==> src/rtl/ps2_cmd_sequencer.sv <==
// PS/2 host command sequencer: sends a command byte (plus optional argument),
// waits for the device ACK after each byte, retries on RESEND/timeout/tx error,
// and forwards received scancodes to user logic only while idle.
module ps2_cmd_sequencer #(
  parameter int TIMEOUT_CYCLES = 1_000_000,
  parameter int MAX_RETRY      = 2
) (
  input  logic       CLOCK_50,
  input  logic       resetn,
  input  logic       cmd_req,
  input  logic [7:0] cmd_byte,
  input  logic       arg_valid,
  input  logic [7:0] arg_byte,
  output logic       cmd_ready,
  output logic       done,
  output logic       err,
  output logic       tx_send,
  output logic [7:0] tx_byte,
  input  logic       tx_busy,
  input  logic       tx_done,
  input  logic       tx_error,
  input  logic       rx_valid,
  input  logic [7:0] rx_byte,
  output logic       key_valid,
  output logic [7:0] key_byte
);

  localparam int TW = (TIMEOUT_CYCLES > 2) ? $clog2(TIMEOUT_CYCLES) : 1;
  localparam int RW = 4;
  localparam logic [TW-1:0] TMO_LAST  = TW'(TIMEOUT_CYCLES - 1);
  localparam logic [RW-1:0] RETRY_MAX = RW'(MAX_RETRY);
  localparam logic [7:0]    ACK_CODE    = 8'hFA;
  localparam logic [7:0]    RESEND_CODE = 8'hFE;

  typedef enum logic [2:0] {
    IDLE, SEND_CMD, WAIT_TXC, WAIT_ACKC, SEND_ARG, WAIT_TXA, WAIT_ACKA, FINISH
  } state_t;

  state_t          state_q, state_d;
  logic [7:0]      cmd_q, cmd_d;
  logic [7:0]      arg_q, arg_d;
  logic            argv_q, argv_d;
  logic [RW-1:0]   retry_q, retry_d;
  logic [TW-1:0]   timer_q, timer_d;
  logic            err_q, err_d;
  logic [7:0]      txb_q, txb_d;
  logic            keyv_q, keyv_d;
  logic [7:0]      keyb_q, keyb_d;
  logic            ack, fail, in_cmd_phase;

  // Next-state logic: handshake with transceiver, ACK wait, retry bookkeeping.
  always_comb begin
    state_d      = state_q;
    cmd_d        = cmd_q;
    arg_d        = arg_q;
    argv_d       = argv_q;
    retry_d      = retry_q;
    timer_d      = timer_q;
    err_d        = err_q;
    txb_d        = txb_q;
    keyv_d       = 1'b0;
    keyb_d       = keyb_q;
    tx_send      = 1'b0;
    ack          = 1'b0;
    fail         = 1'b0;
    in_cmd_phase = (state_q == WAIT_TXC) || (state_q == WAIT_ACKC);

    case (state_q)
      IDLE: begin
        // Scancodes only reach user logic while the port is not owned by a command.
        if (rx_valid) begin
          keyv_d = 1'b1;
          keyb_d = rx_byte;
        end
        if (cmd_req) begin
          cmd_d   = cmd_byte;
          arg_d   = arg_byte;
          argv_d  = arg_valid;
          retry_d = '0;
          err_d   = 1'b0;
          txb_d   = cmd_byte;
          state_d = SEND_CMD;
        end
      end
      SEND_CMD, SEND_ARG: begin
        if (!tx_busy) begin
          tx_send = 1'b1;
          state_d = (state_q == SEND_CMD) ? WAIT_TXC : WAIT_TXA;
        end
      end
      WAIT_TXC, WAIT_TXA: begin
        if (tx_done) begin
          timer_d = '0;
          state_d = (state_q == WAIT_TXC) ? WAIT_ACKC : WAIT_ACKA;
        end else if (tx_error) begin
          fail = 1'b1;
        end
      end
      WAIT_ACKC, WAIT_ACKA: begin
        timer_d = timer_q + TW'(1);
        // ACK is checked first so an ACK landing on the timeout cycle still counts.
        if (rx_valid && (rx_byte == ACK_CODE)) begin
          ack = 1'b1;
        end else if (rx_valid && (rx_byte == RESEND_CODE)) begin
          fail = 1'b1;
        end else if (timer_q == TMO_LAST) begin
          fail = 1'b1;
        end
        if (ack) begin
          if ((state_q == WAIT_ACKC) && argv_q) begin
            txb_d   = arg_q;
            state_d = SEND_ARG;
          end else begin
            err_d   = 1'b0;
            state_d = FINISH;
          end
        end
      end
      FINISH: begin
        state_d = IDLE;
      end
      default: begin
        state_d = IDLE;
      end
    endcase

    // A failed byte is resent as-is (txb unchanged); the retry budget spans the whole transaction.
    if (fail) begin
      if (retry_q < RETRY_MAX) begin
        retry_d = retry_q + RW'(1);
        state_d = in_cmd_phase ? SEND_CMD : SEND_ARG;
      end else begin
        err_d   = 1'b1;
        state_d = FINISH;
      end
    end
  end

  // State and datapath registers; reset abandons any transaction in flight.
  always_ff @(posedge CLOCK_50) begin
    if (!resetn) begin
      state_q <= IDLE;
      cmd_q   <= '0;
      arg_q   <= '0;
      argv_q  <= 1'b0;
      retry_q <= '0;
      timer_q <= '0;
      err_q   <= 1'b0;
      txb_q   <= '0;
      keyv_q  <= 1'b0;
      keyb_q  <= '0;
    end else begin
      state_q <= state_d;
      cmd_q   <= cmd_d;
      arg_q   <= arg_d;
      argv_q  <= argv_d;
      retry_q <= retry_d;
      timer_q <= timer_d;
      err_q   <= err_d;
      txb_q   <= txb_d;
      keyv_q  <= keyv_d;
      keyb_q  <= keyb_d;
    end
  end

  assign cmd_ready = (state_q == IDLE);
  assign done      = (state_q == FINISH);
  assign err       = err_q;
  assign tx_byte   = txb_q;
  assign key_valid = keyv_q;
  assign key_byte  = keyb_q;

endmodule

==> config.mk <==
export PLATFORM = sky130hd
export DESIGN_NAME = ps2_cmd_sequencer
export DESIGN_NICKNAME = d
export VERILOG_FILES = /design/src/rtl/ps2_cmd_sequencer.sv
export SDC_FILE = /design/constraint.sdc
export NUM_CORES = 1
export LEC_CHECK = 0
export ABC_AREA = 1
export BUFFER_PORTS_ARGS = -buffer_cell sky130_fd_sc_hd__buf_4
export CAP_MARGIN = 0
export CORE_ASPECT_RATIO = 1.2
export CORE_MARGIN = 2
export CORE_UTILIZATION = 50
export DETAILED_ROUTE_END_ITERATION = 10
export GPL_ROUTABILITY_DRIVEN = 1
export PLACE_DENSITY = 0.7
export SYNTH_ARGS = -nofsm -noshare
export SYNTH_HDL_FRONTEND = slang
export SYNTH_SLANG_ARGS = --single-unit
==> constraint.sdc <==
create_clock -name CLOCK_50 -period 1.6 [get_ports CLOCK_50]
set_input_delay 0.24 -clock CLOCK_50 [delete_from_list [all_inputs] [get_ports CLOCK_50]]
set_output_delay 0.24 -clock CLOCK_50 [all_outputs]
set_load 0.05 [all_outputs]
# [After elaboration in Yosys (flattened, before gate mapping)]
# Index checks and enable logic that the tools add are counted.
[word_totals] ff_bits=54 inputBits=32 word_cells=84
[op_classes] add_sub_neg=2 n_lt_le_gt_ge=1 eq_ne=18 mux=38 reduce_logical=16
[ops] cell="$pmux 20 s2" n=1
[ops] cell="$mux 3" n=9
[ops] cell="$mux 8" n=3
[ops] cell="$add 20x1->20 const B" n=1
[ops] cell="$eq 20x20->1 const B" n=1
[ops] cell="$mux 20" n=1
[ops] cell="$eq 8x8->1 const B" n=2
[ops] cell="$mux 4" n=4
[ops] cell="$pmux 8 s2" n=1
[ops] cell="$mux 1" n=15
[ops] cell="$pmux 3 s5" n=1
[ops] cell="$eq 3x3->1 const B" n=4
[ops] cell="$ne 3x3->1 const B" n=3
[ops] cell="$ne 2x2->1 const B" n=4
[ops] cell="$reduce_and 2->1" n=4
[ops] cell="$reduce_and 4->1" n=2
[ops] cell="$eq 3x2->1 const B" n=2
[ops] cell="$reduce_or 2->1" n=3
[ops] cell="$add 4x1->4 const B" n=1
[ops] cell="$lt 4x2->1 const B" n=1
[ops] cell="$pmux 1 s2" n=2
[ops] cell="$reduce_bool 2->1" n=2
[ops] cell="$eq 3x1->1 const B" n=1
[ops] cell="$logic_and 1x1->1" n=3
[ops] cell="other kinds (4)" n=4

# [Depth between registers and ports, before layout]
# Gate-level depths: netlist of the first run.
[logic_depth] ltp_word=8 depth_mapped=13 ltp_nobuf=13

# [Worst setup path before layout of the first run]
# OpenSTA, ideal clock, no wires.
[synth_path] kind="reg-to-output" startpoint="register state_q[0]" endpoint="output tx_send" arrival_ns=1.399 required_ns=1.360 path_slack_ns=-0.039 path_stages_with_launch=7 path_cell_list="dfxtp_1 > nor2_1 > inv_2 > nor2_1 > o21bai_1 > inv_1 > nor2_1"
[synth_via] elab_chain_len=3
[synth_lines] element="start, declared" line_no="39" text="state_t state_q, state_d;"
[synth_lines] element="start signal, assigned" line_no="153" text="state_q <= state_d;"
[synth_lines] element="$eq 3x1->1 / $eq 3x3->1 (equally long branches)" line_no="68" text="case (state_q)"
[synth_lines] element="$reduce_or 2->1 (*)" line_no="68"
[synth_lines] element="$mux 1 (*)" line_no="68"
[synth_lines] element="end, declared" line_no="17" text="output logic tx_send,"
# Mark *: on every way between the ends. The rest lies on a longest branch, timed or not.

# [Worst setup path after layout of the first run]
[layout_path] startpoint="register state_q[1]" endpoint="output tx_send"
# The elaborated chain is that of the path after synthesis.

==> metrics.txt, run 1 <==
Residual DRC 0; worst min-delay path category primary input to flop; power per cell area 1420 nW/µm²; Yosys top cell area share 0.386; Slew Limit Fails 0; mean post-synth cell area 6.74 µm²; final wirelength 7.31 mm; I/O pin count 53; Hold EP key_byte[3]; CTS Hold Buffers Added 0; gr usage total 0.238; leading area contributor after synthesis dfxtp_1; CTS Buf Count 5; fin nets 521; CP Max Fanout 4; critical path capture point type primary output; Arr. time, crit path 1.33 ns; Slew @ Worst Pin 0.320 ns; Mapped Cells 416; Final HPWL DP 5.32 mm; Cell variety after synth 36; Buf+Inv Stages, Crit Path 3; hold path depth 3; Final Hold Fails 0; DRT Pass-1 Iters 4; worst r2r src state_q[1]; final setup margin 0.0272 ns; worst setup skew after layout 0.0124 ns; post-synthesis register bit count 54; max_cap viols 0; antenna cells 0; vias per cell 5.25; Synth Warn # 0; synthesized net count 450; routed len/inst 13.3 µm; Post-Syn Area 2800 µm²; Final ANT Viol Nets 0; setup violators final 0; status finished, final reports clean; synth top area cells dfxtp_1 (39%), nand2_1 (15%), a21oi_1 (6.2%); pin count of the biggest net entering global routing 20; fin crit period 1.57 ns; CP max-delay cell dfxtp_4; Die Footprint 6230 µm²; vias 2887; Layout area overhead 31.8%; Post-synth EDFFs 0; DRT iter0 DRCs 148; Port Buf Inserts 52; worst slack, placed -0.00789 ns; htree depth 2; CP Data Required Time 1.36 ns; top_reg_cell synth dfxtp_1; Final Instance Area 3690 µm²; Clock Latency Late Sink 0.31 ns; Slowest Stage Delay on Critical Path 0.38 ns; Max Fclk 0.636 GHz; RSZ-0062 raised after global routing yes; Die W 72.4 µm; Crit Reg-Reg Endpoint state_q[1]; vias in the first global route 2724; Final Wtd Congestion 0.933; peak supply drop 909 µV; gr ovfl total 0; Pwr Total 5.23 mW; layout cells sized above 1 0.314; Starting Density 0.526; sequence of cells on the critical path nor2_4 > inv_2 > nor2_2 > o21bai_4 > inv_2 > nor2_2 > buf_6; # rows 29; core box area 5330 µm²; Longest Clk Path Bufs 2; period utilization 0.983; Root Driver clkbuf_8; FF-to-FF path depth 12; sequential area share after synthesis 0.386; FFs w/ async S/R, synth 0; CTS tree yes; kind of cell adding the most delay to the critical path flip-flops; R2R Setup Slk 0.07 ns; clk sink count 54; HP Start rx_byte[3]; Clock transition at path regs 0.09 ns; WS Path Type flop to primary output; Static Leak 1.63 nW; area post-placement 3360 µm²; Die H 86.0 µm; Critical Path Source Type flop; relative slew slack 0.786; global-route wire length before repair 11.9 mm; initial antenna violation count 0
-- flip-flops by register name, indices dropped and copies added (netlist names) --
name	count
err	1
key_valid	1
tx_byte	8
argv_q	1
key_byte	8
timer_q	20
arg_q	8
retry_q	4
state_q	3
-- cell type report --
class,instances,area [µm²]
Clock buffer,7,96.3
Clock inverter,1,8.76
Fill cell,487,1640
Inverter,42,165
Multi-Input combinational cell,304,1620
Sequential cell,54,1110
Tap cell,62,77.6
Timing Repair Buffer,80,619
-- cells in the final DEF (no fill, tap or decap), types with 5 or more instances in the layout --
| cell type | instances |
|---|---|
| nand2_1 | 106 |
| buf_4 | 75 |
| dfxtp_1 | 41 |
| nor2_1 | 38 |
| a21oi_1 | 34 |
| inv_1 | 31 |
| nand3_1 | 27 |
| o21ai_0 | 19 |
| a31oi_1 | 9 |
| dfxtp_2 | 9 |
| inv_2 | 8 |
| nand4_1 | 8 |
| nand2_4 | 7 |
| clkbuf_8 | 7 |
| nand3_2 | 6 |
| nand2_2 | 5 |
| nor3_1 | 5 |
| buf_6 | 5 |
-- layer usage --
layer	vias to the layer above	routed length [µm]	global-route usage
met5	-	0	0
met4	0	139	0.0840
met3	12	144	0.0317
met2	42	3840	0.420
met1	1338	3180	0.292
li1	1495	-	-
-- report_power, final --
part           switching [mW]  internal [mW]
Combinational            1.71          0.929
Clock                   0.445          0.397
Sequential              0.170           1.58
-- cells by family after synthesis --
group / count (synthesis) / synth area share
flip-flops: 54 / 0.386
adder cells (fa/ha/maj): 2 / 0.00892
AO/OA/AOI/OAI: 80 / 0.162
XOR/XNOR: 4 / 0.0125
AND/OR/NAND/NOR: 218 / 0.341
buffers and inverters: 58 / 0.0901
-- what timing repair did --
item,4_1_cts,5_1_grt
setup buffers,2,4
pin swaps,3,13
setup endpoints to repair,3,30
resized for setup,11,50
-- metrics by stage --
step | hold slack, ns | util | setup TNS [ns] | instances
2_1_floorplan | 0.343 | - | 0 | 416
3_3_place_gp | 0.446 | 0.630 | 0 | 538
3_5_place_dp | 0.449 | 0.630 | -0.00789 | 538
4_1_cts | 0.126 | 0.657 | -0.0237 | 547
5_1_grt | 0.157 | 0.693 | -0.0907 | 550
6_report | 0.131 | 0.693 | 0 | 550
-- synth_stat cells (5+ instances only) --
cell type    n
dfxtp_1     54
nand2_1    109
nor3_1       8
a31oi_1      9
inv_1       35
clkbuf_1     7
buf_2        5
inv_2        5
a21oi_1     35
nand4_1      8
nand3_1     32
nand2_2      7
nor2_1      42
o21ai_0     21
-- worst max-delay path by stage --
stage / from / end / slack [ns] / cells past startpoint
finish: state_q[1] / tx_send / 0.03 / 7
global route: state_q[1] / tx_send / -0.04 / 7
CTS: state_q[1] / tx_send / -0.02 / 7
detailed placement: timer_q[5] / timer_q[17] / -0.008 / 8
global placement: state_q[2] / timer_q[7] / 0.01 / 9
floorplan: state_q[0] / key_byte[0] / 0.10 / 8
-- worst reg2reg max path, delay by kind of cell, from the launching register on --
family                 cells  cell delay [ns]
buffers and inverters      2             0.21
and+or+nand+nor            9             0.68
DFF                        1             0.39
AOI/OAI and AO/OA          1             0.15
Note: power is estimated with default switching activity, not from simulation.
==> run 2, diff against run 1 <==
--- a/config.mk
+++ b/config.mk
@@ -6,14 +6,15 @@
 export NUM_CORES = 1
 export LEC_CHECK = 0
 export ABC_AREA = 1
+export ABC_CLOCK_PERIOD_IN_PS = 1600
 export BUFFER_PORTS_ARGS = -buffer_cell sky130_fd_sc_hd__buf_4
 export CAP_MARGIN = 0
 export CORE_ASPECT_RATIO = 1.2
 export CORE_MARGIN = 2
-export CORE_UTILIZATION = 50
+export CORE_UTILIZATION = 34
 export DETAILED_ROUTE_END_ITERATION = 10
 export GPL_ROUTABILITY_DRIVEN = 1
-export PLACE_DENSITY = 0.7
+export PLACE_DENSITY = 0.5
 export SYNTH_ARGS = -nofsm -noshare
 export SYNTH_HDL_FRONTEND = slang
 export SYNTH_SLANG_ARGS = --single-unit
==> metrics.txt, run 2 (same netlist as run 1, synthesis figures left out) <==
setup violators final 0; share of power burned in registers 0.326; post-route setup TNS 0 ns; period utilization 0.981; RSZ-0062 raised after global routing yes; Slew Limit Fails 0; Port Buf Inserts 52; Multi-input gate area 1640 µm²; Clock transition at path regs 0.10 ns; Arr. time, crit path 1.33 ns; max reg flops 20; vias per cell 4.89; most common library cell in the layout ignoring fill and taps nand2_1; Max Fclk 0.637 GHz; I/O pin count 53; Final HPWL DP 5.88 mm; relative slew slack 0.813; critical path capture point type primary output; Clock Latency Late Sink 0.30 ns; Gate power share 0.529; fin nets 535; Slew @ Worst Pin 0.281 ns; Die H 103 µm; power per cell area 1400 nW/µm²; clk sink count 54; most frequent cells in the layout nand2_1 (105), buf_4 (88), dfxtp_1 (45); Longest Clk Path Bufs 2; Pwr Total 5.39 mW; pin count of the biggest net entering global routing 19; CP Data Required Time 1.36 ns; Net Sw Frac 0.446; DRT iter0 DRCs 117; # fillers 847; Final Instance Area 3840 µm²; final wirelength 7.88 mm; Starting Density 0.348; gr ovfl total 0; global-route wire length before repair 12.8 mm; CP Max Fanout 3; Internal Power 2.99 mW; WS Path Type flop to primary output; peak supply drop 934 µV; DRT Pass-1 Iters 4; gr usage total 0.179; clock share of power 0.144; htree depth 2; Residual DRC 0; vias 2909; area post-placement 3470 µm²; fin crit period 1.57 ns; switching power 2.41 mW; routed len/inst 13.2 µm; Final Wtd Congestion 0.826; Static Leak 1.68 nW; # rows 36; vias in the first global route 2814; CTS tree yes; antenna cells 0; worst setup skew after layout 0.00420 ns; Root Driver clkbuf_8; Die W 86.9 µm; Top reg by flops timer_q; initial antenna violation count 0; Final Hold Fails 0; Critical Path Source Type flop; CTS Buf Count 5; core box area 8060 µm²; Die Footprint 8990 µm²; worst min-delay path category primary input to flop; Sequential Area 1100 µm²; Layout area overhead 37.0%; status finished, final reports clean; Final ANT Viol Nets 0; layout cells sized above 1 0.336; max_cap viols 0
-- run 2: changes by cell type in the layout (fill, tap and decap cells not counted), moves of 2 or more --
cell | previous run | this run
nor2_2 | 3 | 7
inv_4 | 1 | 3
buf_4 | 75 | 88
inv_2 | 8 | 6
dfxtp_1 | 41 | 45
o21ai_0 | 19 | 12
dfxtp_2 | 9 | 6
nor2_1 | 38 | 33
o21ai_1 | 4 | 10
nand2_2 | 5 | 7
-- run 2: critical path, stage by stage (launching register included) --
cell and delay, ns:
dfxtp_4 0.38, inv_4 0.03, buf_6 0.11, nor2_4 0.09, o21bai_4 0.12, inv_2 0.06
nor2_4 0.09, buf_8 0.15
-- run 2: layout make-up --
class	count	area share
multi-input combinational	304	0.427
sequential	54	0.286
timing repair buffer	94	0.190
inverter	42	0.0443
tap	95	0.0309
clock buffer	6	0.0215
-- run 2: metal layers --
layer / track usage / vias up / routed length (µm)
met2: 0.331 / 27 / 4220
met4: 0.0421 / 0 / 65
met5: 0 / - / 0
met1: 0.220 / 1356 / 3480
met3: 0.0214 / 6 / 110
li1: - / 1520 / -
-- run 2: power groups by stage --
stage / clock [mW] / combinational (mW) / sequential, mW
final: 0.779 / 2.85 / 1.76
after detailed placement: 0 / 2.44 / 1.77
after global routing: 0.873 / 3.09 / 1.79
after floorplan: 0 / 1.19 / 2.22
after CTS: 0.812 / 2.54 / 1.75
after global placement: 0 / 2.45 / 1.76
-- run 2: final timing paths --
path              startpoint           to  cells after the start  slack (ns)
setup / recovery  state_q[2]      tx_send                      7        0.03
hold / removal    rx_byte[3]  key_byte[3]                      3        0.15
setup reg to reg  state_q[0]   tx_byte[0]                     10        0.05
hold reg to reg   retry_q[3]   retry_q[3]                      2        0.47
-- run 2: through the flow --
stage,hold slack [ns],worst slack [ns],utilization,std cells
2_1_floorplan,0.343,0.102,-,416
3_3_place_gp,0.443,0.0496,0.430,580
3_5_place_dp,0.451,0.0373,0.430,580
4_1_cts,0.140,-0.0361,0.448,590
5_1_grt,0.144,-0.105,0.477,595
6_report,0.147,0.0303,0.477,595
-- run 2: repair_timing --
item / 4_1_cts / 5_1_grt
setup endpoints to repair: 2 / 37
resized for setup: 11 / 64
pin swaps: 3 / 10
setup buffers: 5 / 5
hold buffers: 0 / 0
==> run 3, diff against run 2 <==
--- a/config.mk
+++ b/config.mk
@@ -11,10 +11,11 @@
 export CAP_MARGIN = 0
 export CORE_ASPECT_RATIO = 1.2
 export CORE_MARGIN = 2
-export CORE_UTILIZATION = 34
+export CORE_UTILIZATION = 55
 export DETAILED_ROUTE_END_ITERATION = 10
-export GPL_ROUTABILITY_DRIVEN = 1
-export PLACE_DENSITY = 0.5
+export GPL_ROUTABILITY_DRIVEN = 0
+export PLACE_DENSITY = 0.76
 export SYNTH_ARGS = -nofsm -noshare
 export SYNTH_HDL_FRONTEND = slang
 export SYNTH_SLANG_ARGS = --single-unit
+export TNS_END_PERCENT = 1
==> metrics.txt, run 3 (same netlist as run 1, synthesis figures left out) <==
final wirelength 7.49 mm; status finished, violations left; Die Footprint 5690 µm²; CTS Hold Buffers Added 0; Clock Latency Late Sink 0.31 ns; max_cap viols 0; Final ANT Viol Nets 0; I/O pin count 53; final setup margin -0.0361 ns; gr usage total 0.250; Hold EP key_byte[3]; vias per cell 5.56; Residual DRC 0; R2R Setup Slk 0.02 ns; routed wl met3 309 µm; WS Path Type flop to primary output; hold path depth 3; Crit Reg-Reg Endpoint state_q[0]; Pwr Total 5.24 mW; CP Max Fanout 6; max reg flops 20; Net Sw Frac 0.447; Internal Power 2.90 mW; Final Hold Fails 0; worst setup skew after layout 0.0109 ns; relative slew slack 0.812; Met1 Wirelength 2.94 mm; HP Start rx_byte[3]; htree depth 2; pin count of the biggest net entering global routing 19; Longest Clk Path Bufs 2; core box area 4940 µm²; RSZ-0062 raised after global routing yes; CTS Buf Count 5; Arr. time, crit path 1.40 ns; period utilization 1.02; critical path capture point type primary output; Cell Count Post-Placement 529; initial antenna violation count 0; setup violators final 2; most common library cell in the layout ignoring fill and taps nand2_1; Static Leak 1.56 nW; # rows 28; Starting Density 0.568; fin crit period 1.64 ns; share of power burned in registers 0.339; fin nets 511; Layout area overhead 28.6%; max layer used met4; gr ovfl total 0; Clock transition at path regs 0.10 ns; Max Fclk 0.611 GHz; Critical path origin state_q[0]; Slew Limit Fails 0; violated checks negative setup slack; Critical Path Source Type flop; Slew @ Worst Pin 0.280 ns; vias 2993; routed len/inst 13.9 µm; # fillers 428; Die H 82.2 µm; peak supply drop 1060 µV; layout cells sized above 1 0.295; DRT iter0 DRCs 174; global-route wire length before repair 11.5 mm; clk sink count 54; Core Util, Final 0.730; Top reg by flops timer_q; worst r2r src state_q[0]; Final HPWL DP 5.46 mm; most frequent cells in the layout nand2_1 (106), buf_4 (67), dfxtp_1 (41); vias in the first global route 2693; wire length on met2 4.04 mm; FF-to-FF path depth 11; CTS tree yes; Gate power share 0.484; Port Buf Inserts 52; Layout Cells excl Fill 538; Root Driver clkbuf_8; CP Data Required Time 1.36 ns; worst min-delay path category primary input to flop; switching power 2.34 mW; antenna cells 0; clock share of power 0.177; DRT Pass-1 Iters 5; power per cell area 1450 nW/µm²; Die W 69.2 µm
-- run 3: cell types whose count changed in the layout (fill, tap and decap cells not counted), sizes merged --
cell | previous run | this run
buf | 94 | 70
clkbuf | 6 | 5
inv | 40 | 42
bufinv | 0 | 1
-- run 3: how the worst max path moves through the flow --
stage                        to  cells after the start
finish                  tx_send                      7
detailed placement   state_q[1]                     12
global route            tx_send                      7
CTS                     tx_send                      7
global placement     state_q[2]                     10
floorplan           key_byte[0]                      8
-- run 3: layout make-up --
class | instances | area, µm² | area share
repair buffers | 70 | 537 | 0.149
multi-input cells | 304 | 1610 | 0.447
flip-flops and latches | 54 | 1100 | 0.306
clock inverters | 3 | 43.8 | 0.0121
clock buffers | 5 | 68.8 | 0.0191
inverters | 42 | 165 | 0.0458
well taps | 60 | 75.1 | 0.0208
-- run 3: critical path, stage by stage (launching register included) --
cell and delay [ns]:
dfxtp_4 0.39, nor2_4 0.11, inv_2 0.06, nor2_1 0.10
o21bai_4 0.14, inv_2 0.05, nor2_2 0.09, buf_6 0.16
-- run 3: metal layers --
metal,GRT usage,vias to the layer above
met4,0.147,0
met1,0.287,1401
met3,0.0413,21
met2,0.445,95
li1,-,1476
met5,0,-
-- run 3: power by group through the flow --
| stage | clock network, mW | registers (mW) | logic [mW] |
|---|---|---|---|
| 6_report | 0.925 | 1.78 | 2.54 |
| 3_3_place_gp | 0 | 1.76 | 2.28 |
| 2_1_floorplan | 0 | 2.22 | 1.19 |
| 4_1_cts | 0.942 | 1.75 | 2.35 |
| 5_1_grt | 0.987 | 1.80 | 2.72 |
| 3_5_place_dp | 0 | 1.76 | 2.31 |
-- run 3: metrics by stage --
stage,area (µm²),hold WS (ns),worst slack [ns],TNS (ns)
floorplan,2810,0.343,0.102,0
global placement,3310,0.446,-0.0270,-0.0438
detailed placement,3310,0.447,-0.0341,-0.118
CTS,3450,0.132,0.00377,0
global route,3610,0.130,-0.109,-0.576
finish,3610,0.136,-0.0361,-0.0550
-- run 3: repair_timing --
| action | CTS | global route |
|---|---|---|
| buffers inserted | 0 | 1 |
| setup endpoints to repair | 9 | 27 |
| pin swaps | 0 | 5 |
| gates resized for setup | 11 | 44 |
